[config.mk]
export PLATFORM = sky130hd
export DESIGN_NAME = stepper_multi_dispenser
export DESIGN_NICKNAME = d
export VERILOG_FILES = /design/src/rtl/stepper_multi_dispenser.sv
export SDC_FILE = /design/constraint.sdc
export NUM_CORES = 1
export LEC_CHECK = 0
export CELL_PAD_IN_SITES_DETAIL_PLACEMENT = 1
export CELL_PAD_IN_SITES_GLOBAL_PLACEMENT = 2
export CORE_ASPECT_RATIO = 0.6
export CORE_MARGIN = 8
export CORE_UTILIZATION = 35
export DETAILED_ROUTE_END_ITERATION = 16
export PLACE_DENSITY = 0.89
export SYNTH_ARGS = -nofsm -noshare
export SYNTH_HDL_FRONTEND = slang
export SYNTH_SLANG_ARGS = --single-unit
[constraint.sdc]
create_clock -name clk -period 4.03 [get_ports clk]
set_input_delay 0.403 -clock clk [delete_from_list [all_inputs] [get_ports clk]]
set_output_delay 0.403 -clock clk [all_outputs]
set_load 0.02 [all_outputs]
[src/rtl/stepper_multi_dispenser.sv]
// N-channel stepper sequencer: steps each channel in turn by a latched count, with a settle gap between channels.
// Define HALF_STEP_EN for 8-phase half-stepping (steps_flat then counts half-steps); default is 4-phase full-step.
module stepper_multi_dispenser #(
    parameter int N_CH         = 3,
    parameter int CNT_W        = 10,
    parameter int TICK_PERIOD  = 524288,
    parameter int SETTLE_TICKS = 2
) (
    input  logic                    clk,
    input  logic                    rst,
    input  logic                    start,
    input  logic                    abort,
    input  logic                    dir,
    input  logic [N_CH*CNT_W-1:0]   steps_flat,
    output logic [4*N_CH-1:0]       coils,
    output logic                    busy,
    output logic                    done,
    output logic [$clog2(N_CH)-1:0] active_ch
);
    localparam int CH_W  = $clog2(N_CH);
    localparam int TCK_W = $clog2(TICK_PERIOD);
    localparam int ST_W  = (SETTLE_TICKS > 1) ? $clog2(SETTLE_TICKS) : 1;
`ifdef HALF_STEP_EN
    localparam int PH_W = 3;
`else
    localparam int PH_W = 2;
`endif

    typedef enum logic [2:0] {IDLE, LOAD, RUN, SETTLE, DONE} state_t;

    function automatic logic [3:0] phase_coils(input logic [PH_W-1:0] ph);
        logic [3:0] c;
        c = 4'b0000;
`ifdef HALF_STEP_EN
        case (ph)
            3'd0: c = 4'b0001;
            3'd1: c = 4'b0011;
            3'd2: c = 4'b0010;
            3'd3: c = 4'b0110;
            3'd4: c = 4'b0100;
            3'd5: c = 4'b1100;
            3'd6: c = 4'b1000;
            3'd7: c = 4'b1001;
            default: c = 4'b0000;
        endcase
`else
        case (ph)
            2'd0: c = 4'b0001;
            2'd1: c = 4'b0010;
            2'd2: c = 4'b0100;
            2'd3: c = 4'b1000;
            default: c = 4'b0000;
        endcase
`endif
        return c;
    endfunction

    state_t                      state_reg, state_next;
    logic [TCK_W-1:0]            tick_cnt_reg;
    logic [CH_W-1:0]             ch_reg, ch_next, coil_ch_reg;
    logic                        dir_reg;
    logic [CNT_W-1:0]            remaining_reg;
    logic [ST_W-1:0]             settle_reg;
    logic [3:0]                  coil_reg, coil_next;
    logic [N_CH-1:0][CNT_W-1:0]  count_all;
    logic [N_CH-1:0][PH_W-1:0]   phase_all;
    logic                        tick, accept, last_ch, step_now, settle_end;

    assign tick       = (tick_cnt_reg == TCK_W'(TICK_PERIOD - 1));
    assign accept     = (state_reg == IDLE) && start && !abort;
    assign last_ch    = (ch_reg == CH_W'(N_CH - 1));
    assign step_now   = (state_reg == RUN) && tick && !abort;
    assign settle_end = tick && (settle_reg == ST_W'(SETTLE_TICKS - 1));

    assign busy      = (state_reg != IDLE);
    assign done      = (state_reg == DONE);
    assign active_ch = ch_reg;

    always_comb begin
        state_next = state_reg;
        ch_next    = ch_reg;
        coil_next  = 4'b0000;
        case (state_reg)
            IDLE: begin
                if (accept) begin
                    state_next = LOAD;
                    ch_next    = '0;
                end
            end
            LOAD: begin
                if (count_all[ch_reg] == '0) begin
                    if (last_ch) state_next = DONE;
                    else         ch_next    = ch_reg + CH_W'(1);
                end else begin
                    state_next = RUN;
                end
            end
            RUN: begin
                coil_next = tick ? phase_coils(phase_all[ch_reg]) : coil_reg;
                if (tick && remaining_reg == CNT_W'(1)) begin
                    if (last_ch) begin
                        state_next = DONE;
                    end else if (SETTLE_TICKS == 0) begin
                        state_next = LOAD;
                        ch_next    = ch_reg + CH_W'(1);
                    end else begin
                        state_next = SETTLE;
                    end
                end
            end
            SETTLE: begin
                if (settle_end) begin
                    state_next = LOAD;
                    ch_next    = ch_reg + CH_W'(1);
                end else begin
                    coil_next = coil_reg;
                end
            end
            DONE:    state_next = IDLE;
            default: state_next = IDLE;
        endcase
        if (abort && state_reg != IDLE) begin
            state_next = IDLE;
            coil_next  = 4'b0000;
        end
    end

    always_ff @(posedge clk) begin
        if (rst) begin
            state_reg     <= IDLE;
            tick_cnt_reg  <= '0;
            ch_reg        <= '0;
            coil_ch_reg   <= '0;
            dir_reg       <= 1'b0;
            remaining_reg <= '0;
            settle_reg    <= '0;
            coil_reg      <= 4'b0000;
        end else begin
            state_reg   <= state_next;
            ch_reg      <= ch_next;
            coil_reg    <= coil_next;
            // The coil register lags the FSM by a cycle, so remember which channel it belongs to.
            coil_ch_reg <= ch_reg;
            if (accept || tick) tick_cnt_reg <= '0;
            else                tick_cnt_reg <= tick_cnt_reg + TCK_W'(1);
            if (accept) dir_reg <= dir;
            if (state_reg == LOAD)  remaining_reg <= count_all[ch_reg];
            else if (step_now)      remaining_reg <= remaining_reg - CNT_W'(1);
            if (state_reg != SETTLE) settle_reg <= '0;
            else if (tick)           settle_reg <= settle_reg + ST_W'(1);
        end
    end

    generate
        for (genvar gi = 0; gi < N_CH; gi++) begin : g_ch
            logic [CNT_W-1:0] count_reg;
            logic [PH_W-1:0]  phase_reg;

            always_ff @(posedge clk) begin
                if (rst) begin
                    count_reg <= '0;
                    phase_reg <= '0;
                end else begin
                    if (accept) count_reg <= steps_flat[gi*CNT_W +: CNT_W];
                    // Phase pointer names the pattern applied at the next step, then moves one position in dir.
                    if (step_now && ch_reg == CH_W'(gi))
                        phase_reg <= dir_reg ? phase_reg - PH_W'(1) : phase_reg + PH_W'(1);
                end
            end

            assign count_all[gi]     = count_reg;
            assign phase_all[gi]     = phase_reg;
            assign coils[4*gi +: 4]  = (coil_ch_reg == CH_W'(gi)) ? coil_reg : 4'b0000;
        end
    endgenerate
endmodule

==> results of run 1 <==
-- stage by stage --
step,setup slack (ns),utilization [%]
finish,1.07,44.9
global route,0.784,44.9
CTS,1.13,44.9
detailed placement,1.21,41.4
global placement,1.37,41.4
floorplan,1.82,-
-- synth_stat cells, drive strengths merged --
cell	number
a211oi	2
a21o	4
a21oi	40
a221oi	1
a22oi	7
a31oi	4
a32oi	1
a41o	1
and2	18
and3	5
and4	2
buf	10
clkbuf	15
dfxtp	78
ha	6
inv	9
mux2	8
mux2i	9
nand2	79
nand2b	3
nand3	12
nand3b	1
nand4	8
nand4b	1
nand4bb	2
nor2	54
nor2b	6
nor3	6
nor4	4
nor4b	2
o211ai	5
o21a	1
o21ai	4
o221ai	1
o22ai	1
o2bb2a	1
o2bb2ai	4
o31ai	1
o41ai	1
or2	3
or3	5
or3b	1
xnor2	12
xor2	19
-- critical path: stages, from the launching register on --
cell	delay (ns)
dfxtp_1	0.58
nor2b_1	0.97
a22oi_1	0.33
o211ai_1	0.28
nor4_2	0.08
a31oi_1	0.24
mux2_1	0.35
-- metal layers --
| metal | part of all wire (%) | up-vias |
|---|---|---|
| li1 | - | 1635 |
| met1 | 52 | 1553 |
| met2 | 42 | 73 |
| met3 | 6.0 | 6 |
| met4 | 0.54 | 0 |
| met5 | 0 | - |
-- kinds of logic after synthesis --
| group | share of synthesized area, % |
|---|---|
| xor gates and xnor gates | 7.16 |
| AOI/OAI and AO/OA | 13.7 |
| and+or+nand+nor | 27.1 |
| adders and majority gates | 1.98 |
| muxes | 4.85 |
| DFF | 41.2 |
| buffers and inverters | 3.96 |
-- cell type report --
| cell class | count | area, um^2 |
|---|---|---|
| clock inverter | 7 | 144 |
| clock buffer | 9 | 225 |
| fill | 1212 | 5820 |
| sequential | 78 | 1560 |
| inverter | 9 | 33.8 |
| timing repair buffer | 53 | 518 |
| multi-input combinational | 345 | 2080 |
| tap | 139 | 174 |
-- power by group --
part           internal [mW]  switching [mW]
registers              0.850          0.0935
logic                  0.270           0.410
clock network          0.670           0.335
-- worst paths after layout --
| check | start | end | slack, ns | cells past startpoint |
|---|---|---|---|---|
| hold reg to reg | g_ch[0].count_reg[3] | g_ch[0].count_reg[3] | 0.45 | 2 |
| setup reg to reg | active_ch[0] | active_ch[1] | 1.07 | 6 |
| setup / recovery | active_ch[0] | active_ch[1] | 1.07 | 6 |
| hold / removal | g_ch[0].count_reg[3] | g_ch[0].count_reg[3] | 0.45 | 2 |
-- cell usage in the layout, fill, tap and decap left out, types with 3 or more instances in the layout --
cell type,Yosys,routed
buf_4,0,3
nand2b_1,3,3
bufinv_16,0,4
and2_1,18,18
a22oi_1,3,3
clkdlybuf4s50_1,0,49
or3_1,5,5
o211ai_1,5,5
and3_1,5,5
a22oi_2,3,3
xnor2_1,12,12
a21oi_1,40,40
a31oi_1,4,4
a21o_1,4,4
nand4_1,7,7
dfxtp_1,78,78
inv_1,8,8
nand2_1,79,79
nor2_1,54,54
mux2_1,7,7
o2bb2ai_1,4,4
nor2b_1,6,5
mux2i_1,9,9
clkbuf_16,0,9
nand3_1,12,12
nor3_1,5,5
ha_1,6,6
xor2_1,19,19
==> flow_summary.ini, run 1 <==
[status]
outcome = completed

[timing]
finalSetupTns_ns = 0
maxSlewViolCount = 0
tightest_slew_ns = 1.09
rsz0062_at_grt = no
setup_viol = 0
timing.hold.ws_ns = 0.453
min_period_ns = 2.96
fin_worst_skew_ns = 0.00727
period_share_pct = 73.5
fmax_ghz = 0.337
hold_violations = 0
worst_slew_margin_rel_pct = 27.1

[placement]
placed_cell_area_um2 = 4370
numPortBuffers = 50
place_congestion = 0.817
dp_hpwl_um = 7990
dp.cells = 624

[finish]
final_area_um2 = 4740
largest_reg_flops = 30
final_cells = 640
num_antenna_cells = 0
syn2layout_area_growth_pct = 25.0
nets = 537
drive_above_1_share_pct = 6.59

[grt]
antenna_found_initial = 0
grt_max_degree = 39
grt_pass1_vias = 3441
use_met2_pct = 22.1
grt-ovfl-total = 0
grt_use_met1_pct = 23.0
grtUsageTotal_pct = 15.7
busiest_layer = met1
use_met3_pct = 4.60
grt_pass1_wl_um = 18400

[synthesis]
seq_area_frac_synth_pct = 41.2
yosys.area.top_type_share_pct = 41.2
syn_inst = 457
synth_area_leaders = dfxtp_1 41%, nand2_1 7.8%, nor2_1 5.3%
synth_top_cell_by_area = dfxtp_1
synth_area_um2 = 3790
syn_nets = 498
ys_ff_latch = 78
ys_warn_count = 0
yosysUniqueCellTypes = 56
syn_area_per_cell_um2 = 8.29

[detailed_routing]
firstDrtPassIters = 4
ant_nets = 0
drt_iter0_markers = 251
wl_um = 10900
viasPerCell = 5.10
vias = 3267
drc = 0
wire_per_inst_um = 17.0

[clock_tree]
cts_root_buffer = clkbuf_16
numCtsBuffers = 9
cts_tree = built
clk_pin_slew_ns = 0.06
post_cts.repair.setup_buffers = 0
cts_max_level = 3
ctsHoldBuffers = 0
cts_buffer_depth = 2
cts_resized = 0
cts_num_sinks = 78
clk_latency_ns = 0.34

[floorplanning]
core_um2 = 10600
die_w_um = 150
die_h_um = 96.6
fp-row-count = 29
die_area_um2 = 14500
start_util_pct = 35.9
pin_count = 51

[worst_setup_path]
cp.required_ns = 4.25
worstSetupStartpointType = flip-flop
critPathArrivalTime_ns = 3.19
path_max_fanout = 17
crit_type = reg -> reg
endpoint_kind = flip-flop

[min_path]
hp-class = reg -> reg

[pwr]
peakVddDrop_mv = 0.241
static-leakage-power_nw = 1.76
power_mw = 2.63
p_per_area_nw_per_um2 = 555

[job]
maxCapViolCount = 0
(Power assumes the default switching activity.)
==> inputs of run 2 (changes only) <==
- CORE_UTILIZATION: 35 -> 29
- PLACE_DENSITY: 0.89 -> 0.8
- clock period: 4.03 -> 2.7 ns (I/O delays scaled with it)
==> run 2 against run 1 <==
Final area increased by 1.3%; clock skew is essentially flat; worst hold slack better by 0.00070 ns; routed wire length rose by 3.0%; clock power grew 34%; cell count increased by 6.1%; critical path depth increased by 2; sequential share of layout area shrank 0.44 points; setup slack got worse by 0.86 ns; register-to-register slack worse by 0.86 ns; non-clock buffer count rose by 8; combinational power is 54% higher.
==> flow_summary.ini, run 2 (synthesis results as in run 1) <==
[status]
outcome = completed

[timing]
rsz0062_at_grt = no
maxSlewViolCount = 0
min_period_ns = 2.50
timing.hold.ws_ns = 0.454
worst_slew_margin_rel_pct = 47.8
setup_viol = 0
period_share_pct = 92.5
hold_violations = 0
fin_worst_skew_ns = 0.00679
tightest_slew_ns = 0.779
fmax_ghz = 0.401
finalSetupTns_ns = 0

[placement]
place_congestion = 0.811
dp.cells = 663
dp_hpwl_um = 8370
numPortBuffers = 50

[pwr]
p_per_area_nw_per_um2 = 787
power_frac_seq_pct = 36.5
p_sw_mw = 1.25
peakVddDrop_mv = 0.289
internal_power_mw = 2.53
p_clk_share_pct = 35.6
p_sw_share_pct = 33.1
static-leakage-power_nw = 1.79
pwr-share-comb_pct = 27.9

[finish]
num_antenna_cells = 0
layout_common_cells = 79 x nand2_1, 78 x dfxtp_1, 54 x nor2_1
register_area_um2 = 1560
final_cells = 679
fill_cells = 1522
final_common_cell = nand2_1
largest_reg_flops = 30
drive_above_1_share_pct = 8.25
nets = 545
syn2layout_area_growth_pct = 26.7
multi_input_area_um2 = 2080

[job]
maxCapViolCount = 0

[floorplanning]
start_util_pct = 29.6
die_w_um = 164
die_area_um2 = 17100
pin_count = 51
die_h_um = 105
fp-row-count = 32
core_um2 = 12800

[clock_tree]
post_cts.repair.setup_buffers = 0
cts_buffer_depth = 2
cts_tree = built
cts_max_level = 3
clk_pin_slew_ns = 0.06
cts_root_buffer = clkbuf_16
ctsHoldBuffers = 0
numCtsBuffers = 9
cts_num_sinks = 78
clk_latency_ns = 0.34

[detailed_routing]
firstDrtPassIters = 4
met1_length_um = 5990
ant_nets = 0
vias = 3314
top_layer = met4
dr_wl_met3_um = 378
viasPerCell = 4.88
route.met2.wl_um = 4830
drt_iter0_markers = 142
wire_per_inst_um = 16.5
wl_um = 11200
drc = 0

[worst_setup_path]
worst_r2r_endpoint = active_ch[1]
crit_start = active_ch[0]
endpoint_kind = flip-flop
crit_type = reg -> reg
reg2reg_depth = 8
crit_end = active_ch[1]
critPathArrivalTime_ns = 2.72
reg2reg_slack_ns = 0.20
reg2reg_from = active_ch[0]
worstSetupStartpointType = flip-flop
path_max_fanout = 10
cp.required_ns = 2.92

[grt]
grt_pass1_wl_um = 18300
grt-ovfl-total = 0
grt_pass1_vias = 3498
antenna_found_initial = 0
grtUsageTotal_pct = 13.3
grt_max_degree = 35

[min_path]
hp-class = reg -> reg
holdPathStages = 2
-- run 2: worst max-delay path, cell delays in order (launching register included) --
cell and delay (ns):
dfxtp_1 0.47, buf_4 0.25, nor2b_1 0.10, buf_4 0.20
a22oi_1 0.33, nand4bb_1 0.23, nor4_2 0.33, a31oi_1 0.15
mux2_1 0.32
-- run 2: through the flow --
step	cell area, um^2	worst slack [ns]	util, %	total power, mW
after floorplan	3790	0.492	-	2.12
after global placement	4470	0.293	34.9	2.42
after detailed placement	4470	0.225	34.9	2.45
after CTS	4800	0.218	37.5	3.81
after global routing	4800	0.134	37.5	3.99
final	4800	0.204	37.5	3.78
-- run 2: worst min path at each step --
stage	from	to	slack (ns)
after floorplan	steps_flat[1]	g_ch[0].count_reg[1]	0.41
after global placement	tick_cnt_reg[0]	tick_cnt_reg[0]	0.43
after detailed placement	tick_cnt_reg[0]	tick_cnt_reg[0]	0.45
after CTS	tick_cnt_reg[0]	tick_cnt_reg[0]	0.46
after global routing	g_ch[0].count_reg[1]	g_ch[0].count_reg[1]	0.47
final	g_ch[1].count_reg[3]	g_ch[1].count_reg[3]	0.45
-- run 2: power by group through the flow --
stage | logic (mW) | clock network [mW] | registers (mW)
6_report | 1.05 | 1.34 | 1.38
4_1_cts | 1.05 | 1.38 | 1.38
3_3_place_gp | 1.02 | 0 | 1.40
2_1_floorplan | 0.751 | 0 | 1.36
3_5_place_dp | 1.04 | 0 | 1.40
5_1_grt | 1.16 | 1.43 | 1.40
-- run 2: routing by layer --
metal  track usage, %  vias up
li1                 -     1654
met5                0        -
met4             3.10        0
met1             18.4     1612
met3             4.23        4
met2             19.8       44
-- run 2: repair_timing --
action	CTS	global route
hold endpoints to repair	0	0
endpoints found under the setup margin	0	1
resized for setup	0	1
-- run 2: final cells by class --
cell class	instances	share of cell area (%)
inverter	9	0.704
clock buffer	10	4.98
sequential	78	32.5
clock inverter	6	1.95
tap	170	4.43
multi-input combinational	345	43.4
timing repair buffer	61	12.0
==> inputs of run 3 (changes only) <==
- CORE_UTILIZATION: 29 -> 34
- DONT_BUFFER_PORTS: not set -> 1
==> run 3 against run 2 <==
Clock skew grew 0.0018 ns; power grew 0.13%; register-to-register slack gained 0.18 ns; non-clock buffer count shrank 45; combinational power shrank 5%; final area shrank 9.6%; global-route usage grew 1.4 points; flip-flop and latch count is the same; sequential power is essentially flat; via count shrank 3.9%; setup slack gained 0.18 ns; first-iteration DRC count grew 46%; critical path type unchanged; highest routed layer unchanged.
==> flow_summary.ini, run 3 (synthesis results as in run 1) <==
[finish]
final_core_util_pct = 39.2
multi_input_area_um2 = 2080
nets = 500
fill_cells = 1324
drive_above_1_share_pct = 8.41
syn2layout_area_growth_pct = 14.6
largest_reg_flops = 30
num_antenna_cells = 0
layout_common_cells = 79 x nand2_1, 78 x dfxtp_1, 54 x nor2_1
final_common_cell = nand2_1
register_area_um2 = 1560

[floorplanning]
die_w_um = 152
pin_count = 51
fp-row-count = 30
die_h_um = 97.8
die_area_um2 = 14900
core_um2 = 11100
start_util_pct = 34.2

[worst_setup_path]
cpMostUsedCell = mux2_1
cp_slowest_stage_delay_ns = 0.34
critPathArrivalTime_ns = 2.54
endpoint_kind = flip-flop
crit_path_cell_trace = buf_4, mux2_1, a22oi_1, nand4bb_1, nor4_2, a31oi_1, mux2_1
crit_path_top_delay_cell = mux2_1
worstSetupStartpointType = flip-flop
crit_type = reg -> reg
path_max_fanout = 11
cp.required_ns = 2.92

[placement]
numPortBuffers = 0
dp_hpwl_um = 7880
place_congestion = 0.770

[min_path]
hp-class = in -> reg

[clock_tree]
clk_latency_ns = 0.34
cts_tree = built
cts_root_buffer = clkbuf_16
numCtsBuffers = 9
post_cts.repair.setup_buffers = 0
cts_buffer_depth = 2
cts_max_level = 3
clk_pin_slew_ns = 0.06
cts_num_sinks = 78

[pwr]
pwr-share-comb_pct = 26.3
peakVddDrop_mv = 0.347
p_clk_share_pct = 37.3
p_sw_mw = 1.23
static-leakage-power_nw = 1.63
internal_power_mw = 2.56
p_sw_share_pct = 32.4
p_per_area_nw_per_um2 = 872
power_frac_seq_pct = 36.4

[detailed_routing]
drc = 0
wire_per_inst_um = 18.8
vias = 3186
viasPerCell = 5.24
firstDrtPassIters = 4
wl_um = 11400
ant_nets = 0
drt_iter0_markers = 208

[status]
outcome = completed

[timing]
finalSetupTns_ns = 0
setup_viol = 0
worst_slew_margin_rel_pct = 56.2
rsz0062_at_grt = no
fin_worst_skew_ns = 0.00856
maxSlewViolCount = 0
min_period_ns = 2.32
tightest_slew_ns = 0.657
hold_violations = 0
fmax_ghz = 0.431
period_share_pct = 85.9

[grt]
grt_pass1_wl_um = 17600
grtUsageTotal_pct = 14.8
grt_max_degree = 57
grt_pass1_vias = 3307
grt-ovfl-total = 0
antenna_found_initial = 0

[job]
maxCapViolCount = 0
==> run 3: cell types whose count changed in the layout (fill, tap and decap cells not counted), sizes merged <==
cell and change:
buf -2, inv -1, clkinv -1, clkdlybuf4s50 -49, clkbuf +1, dlygate4sd3 +6, bufinv +1
==> run 3: power groups by stage <==
stage | Combinational, mW | Sequential [mW] | Clock (mW)
floorplan | 0.751 | 1.36 | 0
detailed placement | 0.957 | 1.40 | 0
global route | 1.11 | 1.39 | 1.49
global placement | 0.935 | 1.40 | 0
finish | 0.996 | 1.38 | 1.41
CTS | 0.966 | 1.38 | 1.44
==> run 3: per-stage QoR <==
step                      hold WS, ns  setup slack (ns)  total power, mW  area (um^2)  std cells
final                          0.0200             0.381             3.78         4340        608
after global routing          0.00201             0.106             3.99         4340        608
after CTS                     0.00147             0.276             3.78         4280        602
after detailed placement        0.364             0.285             2.36         3930        586
after global placement          0.359             0.388             2.33         3930        586
after floorplan                 0.406             0.492             2.12         3790        457
==> run 3: path summary, 6_finish.rpt <==
path	cells after the start	slack [ns]	start	to
setup / recovery	7	0.38	active_ch[0]	active_ch[1]
hold / removal	1	0.02	rst	g_ch[0].phase_reg[0]
setup reg to reg	7	0.38	active_ch[0]	active_ch[1]
hold reg to reg	1	0.45	tick_cnt_reg[0]	tick_cnt_reg[0]
==> run 3: layer usage <==
metal	vias to the layer above	part of all wire, %	GRT usage, %
met1	1534	49	19.6
met4	0	1.2	4.51
met3	11	7.3	5.51
li1	1564	-	-
met2	77	42	21.8
met5	-	0	0
==> run 3: area by class of cell <==
cell class                 instances  area share [%]
multi-input combinational        345            48.0
sequential                        78            36.0
clock buffer                      11            5.59
tap                              144            4.15
timing repair buffer              16            3.11
clock inverter                     5            2.45
inverter                           9           0.778
==> run 3: repair_timing <==
action | in CTS | in global routing
setup endpoints to repair | 0 | 1
gates resized for setup | 0 | 1
endpoints found under the hold margin | 0 | 4
hold buffers | 0 | 6
==> run 3: critical path: cells and delay by family, from the launching register on <==
kind                   cells  cell delay [ns]
and+or+nand+nor            2             0.56
buffers and inverters      1             0.21
DFF                        1             0.33
AOI/OAI and AO/OA          2             0.44
muxes                      2             0.66
